==> config.mk <==
export PLATFORM = sky130hd
export DESIGN_NAME = ex_mem_pipe
export DESIGN_NICKNAME = d
export VERILOG_FILES = /design/src/rtl/ex_mem_pipe.sv
export SDC_FILE = /design/constraint.sdc
export NUM_CORES = 1
export LEC_CHECK = 0
export ABC_CLOCK_PERIOD_IN_PS = 2700
export CORE_AREA = 10 10 125 127
export CTS_BUF_LIST = sky130_fd_sc_hd__clkbuf_4
export DETAILED_ROUTE_END_ITERATION = 16
export DIE_AREA = 0 0 135 137
export GPL_TIMING_DRIVEN = 0
export MAX_ROUTING_LAYER = met4
export PLACE_DENSITY = 0.87
export SKIP_CTS_REPAIR_TIMING = 1
export SLEW_MARGIN = 10
export SYNTH_ARGS = -nofsm -noshare
export SYNTH_HDL_FRONTEND = slang
export SYNTH_SLANG_ARGS = --single-unit
==> constraint.sdc <==
create_clock -name clk -period 2.7 [get_ports clk]
set_input_delay 0.54 -clock clk [delete_from_list [all_inputs] [get_ports clk]]
set_output_delay 0.54 -clock clk [all_outputs]
set_load 0.01 [all_outputs]
==> src/rtl/ex_mem_pipe.sv <==
// rtl/ex_mem_pipe.sv - EX/MEM pipeline register with optional skid slot and ready/valid handshake
module ex_mem_pipe #(
  parameter int XLEN        = 32,
  parameter int RADDR_W     = 5,
  parameter int SKID        = 1,
  parameter int X0_SUPPRESS = 1
) (
  input  logic               clk,
  input  logic               rst,
  input  logic               flush,
  input  logic               in_valid,
  output logic               in_ready,
  input  logic               RegW_enable_E,
  input  logic               Mem_Write_E,
  input  logic               Mem_Read_E,
  input  logic               Result_src_E,
  input  logic [XLEN-1:0]    ALU_result_E,
  input  logic [XLEN-1:0]    Write_Data_E,
  input  logic [RADDR_W-1:0] RDadd_E,
  output logic               out_valid,
  input  logic               out_ready,
  output logic               RegW_enable_M,
  output logic               Mem_Write_M,
  output logic               Mem_Read_M,
  output logic               Result_src_M,
  output logic [XLEN-1:0]    ALU_result_M,
  output logic [XLEN-1:0]    Write_Data_M,
  output logic [RADDR_W-1:0] RDadd_M,
  output logic [1:0]         occupancy
);

  // One held instruction: {regw, memw, memr, rsrc, alu, wdata, rd}
  localparam int EW = 4 + 2 * XLEN + RADDR_W;

  logic [EW-1:0] in_ent;
  logic [EW-1:0] o_ent, o_ent_n;
  logic [EW-1:0] s_ent, s_ent_n;
  logic          o_valid, o_valid_n;
  logic          s_valid, s_valid_n;
  logic          rdy_r;
  logic [1:0]    occ_r;
  logic          regw_store;
  logic          accept;
  logic          consume;
  logic          o_regw, o_memw, o_memr;

  // Writes to x0 are architecturally dead, so drop the enable at capture time
  assign regw_store = RegW_enable_E && !((X0_SUPPRESS != 0) && (RDadd_E == '0));
  assign in_ent     = {regw_store, Mem_Write_E, Mem_Read_E, Result_src_E,
                       ALU_result_E, Write_Data_E, RDadd_E};

  // The skid variant exposes a registered ready; the single-entry variant passes
  // downstream ready straight through. Both are held low while in reset.
  assign in_ready = !rst && ((SKID != 0) ? rdy_r : (!o_valid || out_ready));
  assign accept   = in_valid && in_ready;
  assign consume  = o_valid && out_ready;

  // Next-state for output slot O and skid slot S; flush empties both and drops the input
  always_comb begin
    o_valid_n = o_valid;
    s_valid_n = s_valid;
    o_ent_n   = o_ent;
    s_ent_n   = s_ent;
    if (flush) begin
      o_valid_n = 1'b0;
      s_valid_n = 1'b0;
    end else if (!o_valid || consume) begin
      if (s_valid) begin
        o_ent_n   = s_ent;
        o_valid_n = 1'b1;
        s_valid_n = 1'b0;
      end else if (accept) begin
        o_ent_n   = in_ent;
        o_valid_n = 1'b1;
      end else begin
        o_valid_n = 1'b0;
      end
    end else if (accept && (SKID != 0)) begin
      s_ent_n   = in_ent;
      s_valid_n = 1'b1;
    end
  end

  // State registers; ready and occupancy are registered from the next-state values
  always_ff @(posedge clk) begin
    if (rst) begin
      o_valid <= 1'b0;
      s_valid <= 1'b0;
      o_ent   <= '0;
      s_ent   <= '0;
      rdy_r   <= 1'b1;
      occ_r   <= 2'd0;
    end else begin
      o_valid <= o_valid_n;
      s_valid <= s_valid_n;
      o_ent   <= o_ent_n;
      s_ent   <= s_ent_n;
      rdy_r   <= !s_valid_n;
      occ_r   <= {1'b0, o_valid_n} + {1'b0, s_valid_n};
    end
  end

  assign {o_regw, o_memw, o_memr, Result_src_M, ALU_result_M, Write_Data_M, RDadd_M} = o_ent;

  // Side-effecting controls are masked during bubbles; data fields keep their last value
  assign RegW_enable_M = o_valid && o_regw;
  assign Mem_Write_M   = o_valid && o_memw;
  assign Mem_Read_M    = o_valid && o_memr;
  assign out_valid     = o_valid;
  assign occupancy     = occ_r;

endmodule

# Word level (Yosys, flattened, before mapping)
# Cells that the tools add are included.
# Widths: inputs -> output; s select.
dict set report op_classes {
  bitwise_logic 2
  addsub 1
  n_mux 9
  reduce_logical 16
}
# cell n
set ops {}
lappend ops {{$mux 73} 2}
lappend ops {{$logic_and 1x1->1} 7}
lappend ops {{$mux 1} 7}
lappend ops {{$reduce_and 3->1} 2}
lappend ops {{$logic_not 5->1} 1}
lappend ops {{$logic_not 1->1} 4}
lappend ops {{$add 1x1->2} 1}
lappend ops {{$not 1->1} 2}
lappend ops {{$reduce_bool 2->1} 1}
lappend ops {{$logic_or 1x1->1} 1}
dict set report totals {
  wordCells 34
  input_bits 78
  register_bits 151
  output_inout_bits 77
}

# Depth between registers and ports, before layout
# Gate-level depths: netlist of run 1.
dict set report depth {
  word_depth 8
  mapped_depth 8
  mapped_depth_nobuf 5
}

# Worst setup path before layout of run 1
# OpenSTA, ideal clock, no wires.
dict set report synth_path {
  kind {input to register}
  startpoint {input rst}
  endpoint {register occ_r[0] (netlist: occupancy[0])}
  n_path_buf 3
  setup_ps 128
  slack_ps 809
  stages 8
  t_arrival_ps 1763
  required_time_ps 2572
  path_cell_list {buf_4 > and3b_1 > buf_2 > buf_2 > nor3_1 > nor2_1 > ha_1 > nor2b_1}
}
dict set report synth_via {
  elab_chain_len 8
  elab_cells_between_ends 11
  cone_classes {1 x add/sub; 7 x mux; 3 x reduce/logical}
}
# item line
set synth_rtl {}
lappend synth_rtl {{start, declared} 9} ;# input logic rst,
lappend synth_rtl {{$logic_not 1->1} 54} ;# assign in_ready = !rst && ((SKID != 0) ? rdy_r : (!o_valid || out_ready));
lappend synth_rtl {{$logic_and 1x1->1} 54}
lappend synth_rtl {{$logic_and 1x1->1} 55} ;# assign accept = in_valid && in_ready;
lappend synth_rtl {{$mux 1} 72} ;# end else if (accept) begin
lappend synth_rtl {{$mux 1} 68} ;# if (s_valid) begin
lappend synth_rtl {{$mux 1} 67} ;# end else if (!o_valid || consume) begin
lappend synth_rtl {{$mux 1} 64} ;# if (flush) begin
lappend synth_rtl {{via o_valid_n} 38} ;# logic o_valid, o_valid_n;
lappend synth_rtl {{$add 1x1->2} 99} ;# occ_r <= {1'b0, o_valid_n} + {1'b0, s_valid_n};
lappend synth_rtl {{end signal, assigned} 99}
lappend synth_rtl {{end, declared} 41} ;# logic [1:0] occ_r;
# The timed path passes the listed nets, and every way through them passes these cells.
# A chain may end at the register's enable or synchronous reset.

# Worst setup path in the final report of run 1
dict set report layout_path {
  startpoint {register rdy_r}
  endpoint {output in_ready}
}
dict set report layout_via {
  elab_chain_len 1
}
# item line
set layout_rtl {}
lappend layout_rtl {{start, declared} 40} ;# logic rdy_r;
lappend layout_rtl {{start signal, assigned} 98} ;# rdy_r <= !s_valid_n;
lappend layout_rtl {{$logic_and 1x1->1} 54}
lappend layout_rtl {{end, declared} 12} ;# output logic in_ready,
# Every way passes these cells.

==> results of run 1 <==
[flip-flops by register name (all words and copies together) (netlist names)]
| register | flops |
|---|---|
| rdy_r | 1 |
| s_ent | 73 |
| out_valid | 1 |
| s_valid | 1 |
| occupancy | 2 |
| o_ent | 73 |
[layout make-up]
class	count	share of cell area, %
Multi-Input combinational cell	463	35.93
Antenna cell	3	0.08019
Tap cell	176	2.352
Sequential cell	151	32.29
Clock inverter	8	0.6415
Buffer	167	10.69
Clock buffer	21	1.684
Timing Repair Buffer	152	16.25
Inverter	2	0.08019
[metal layers]
metal  up-vias  GRT usage [%]  part of all wire, %
met1      3272          28.94                   44
met2       261          35.71                   47
met5         -              -                    0
met4         0          9.749                  2.5
li1       3236              -                    -
met3        54          4.545                  6.6
[power breakdown]
group	leakage [nW]	switching [W]	internal, W	total, W
logic	2.64	0.000312	0.000364	0.000676
registers	1.23	0.0000345	0.00229	0.00233
clock network	0.129	0.000760	0.000465	0.00122
total	4.00	0.00111	0.00312	0.00423
[synthesized netlist by cell type, drive strengths merged]
cell type / number / area, µm²
o2111ai: 72 / 630.6
o311ai: 1 / 8.760
nor2: 3 / 11.26
nand2: 4 / 15.01
clkbuf: 50 / 187.7
and2: 3 / 18.77
and3b: 1 / 8.760
nor3: 2 / 10.01
nand3: 72 / 360.4
nand4bb: 1 / 11.26
mux2: 1 / 11.26
or4: 1 / 7.510
o211a: 73 / 730.7
dfxtp: 151 / 3023
nor4bb: 1 / 10.01
nand2b: 1 / 6.260
ha: 1 / 12.51
nor2b: 4 / 25.02
inv: 2 / 7.500
or3: 1 / 6.260
a21oi: 72 / 360.4
a211oi: 1 / 7.510
mux2i: 74 / 740.7
buf: 117 / 813.3
o21ai: 74 / 370.4
[metrics by stage]
stage | worst slack (ns) | hold WS, ns | utilization (%)
finish | 0.3389 | 0.2251 | 71.54
global route | 0.2893 | 0.2283 | 71.54
CTS | 0.3319 | 0.1993 | 71.49
detailed placement | 0.1805 | 0.4482 | 69.82
global placement | 0.1884 | 0.4388 | 69.82
floorplan | 0.8089 | 0.4301 | -
[critical path: cells and delay by family, from the launching register on]
family                 cells  cell delay, ns
and+or+nand+nor            1            0.24
buffers and inverters      1            0.59
DFF                        1            0.40
[cells by family (layout without fill, tap and decap cells)]
logic type	count (synthesis)	in the layout	share of synthesized area, %
AND/OR/NAND/NOR	94	94	6.633
other	0	3	0
multiplexers	75	75	10.17
flip-flops	151	151	40.88
AO/OA/AOI/OAI	293	293	28.51
adder cells (fa/ha/maj)	1	1	0.1692
buffers and inverters	169	350	13.64
[worst paths after layout]
path,start,endpoint,slack [ns],depth (start not counted)
setup / recovery,rdy_r$_SDFF_PP1_,in_ready,0.34,2
hold / removal,flush,out_valid$_SDFF_PP0_,0.23,2
setup reg to reg,out_valid$_SDFF_PP0_,occupancy[0]$_SDFF_PP0_,0.69,7
hold reg to reg,o_ent[72]$_SDFFE_PP0P_,o_ent[72]$_SDFFE_PP0P_,0.47,2
==> reports/metrics.yaml, run 1 <==
io_pins: 155
io_buffers: 152
first_pass_iters: 5
regArea_um2: 3023
final_cell_mix: "clkdlybuf4s50_1 (152), dfxtp_1 (151), buf_4 (74), mux2i_1 (74), o211a_1 (73)"
final_area_um2: 9361
cts_tree: "built"
layout.nets: 1033
cts.sinks: 151
cts.clk_slew.worst_paths_ns: 0.12
finalCriticalPeriod_ns: 2.361
die-area_um2: 18500
cp_cell_sequence: "nor2b_1 -> clkdlybuf4s50_1"
via_count: 6823
drive_gt1_share_pct: 14.83
cts-buffers-inserted: 17
yosys_warnings: 0
clock_latency_ns: 0.58
fillers: 1003
path_max_fanout: 5
rsz0062_at_grt: "no"
place.gp.congestion: 0.8920
antenna_found_initial: 3
ir_worst_vdd_v: 0.0002591
clockRootBuffer: "clkbuf_4"
via_per_inst: 5.969
power.density_nw_per_um2: 451.4
area_growth_pct: 26.60
p_leak_nw: 3.998
cp-end-kind: "primary output"
start_util_pct: 56.51
slew_headroom_pct: 53.95
syn_nets: 862
dp_hpwl_mm: 15.19
drc: 0
worst_pin_slew_ns: 0.6908
multiInputGateArea_um2: 3363
period_share_pct: 87.45
critPathLaunchType: "flop"
hold_path_class: "in2reg"
layoutNonFillerInstCount: 1143
final-hold-violation-count: 0
synth_area_per_cell_um2: 9.444
grt_pass1_vias: 6433
drtIter0Drc: 642
placed_cells: 1111
fp.dieW_um: 135
crit_path_top_delay_cell: "clkdlybuf4s50_1"
worstPathArrival_ns: 1.82
yosysSeqAreaShare_pct: 40.88
fmax_mhz: 423.5
avgRoutedWirePerCell_um: 18.69
ctsHtreeMaxLevel: 4
coreArea_um2: 13090
crit_type: "reg2out"
dpl_cell_area_um2: 9136
skew_ns: 0.01759
grt_pass1_wl_mm: 33.61
die_height_um: 137
rows: 42
max-cap-violations: 0
grt_util_all_layers_pct: 23.09
synth_cell_types: 30
final_common_cell: "clkdlybuf4s50_1"
status: "finished clean"
drt-total-wl_mm: 21.36
slew_violations: 0
syn_inst: 783
ys_ff_latch: 151
power.total_w: 0.004225
grt_max_degree: 17
clk_path_buf_depth: 2
finalSetupViolations: 0
grt-ovfl-total: 0
setup_tns_ns: 0
drtAntennaViolNets: 0
syn-cell-area_um2: 7395
worstPathRequired_ns: 2.16
cpPeakStageDelay_ns: 0.59
Note: power is estimated with default switching activity, not from simulation.
==> run 2: changes to the inputs <==
--- a/config.mk
+++ b/config.mk
@@ -11,6 +11,7 @@
 export DETAILED_ROUTE_END_ITERATION = 16
 export DIE_AREA = 0 0 135 137
 export GPL_TIMING_DRIVEN = 0
+export HOLD_SLACK_MARGIN = 0.05
 export MAX_ROUTING_LAYER = met4
 export PLACE_DENSITY = 0.87
 export SKIP_CTS_REPAIR_TIMING = 1
==> results of run 2 <==
Same layout as run 1: the final DEF is identical, and so are final timing and power.
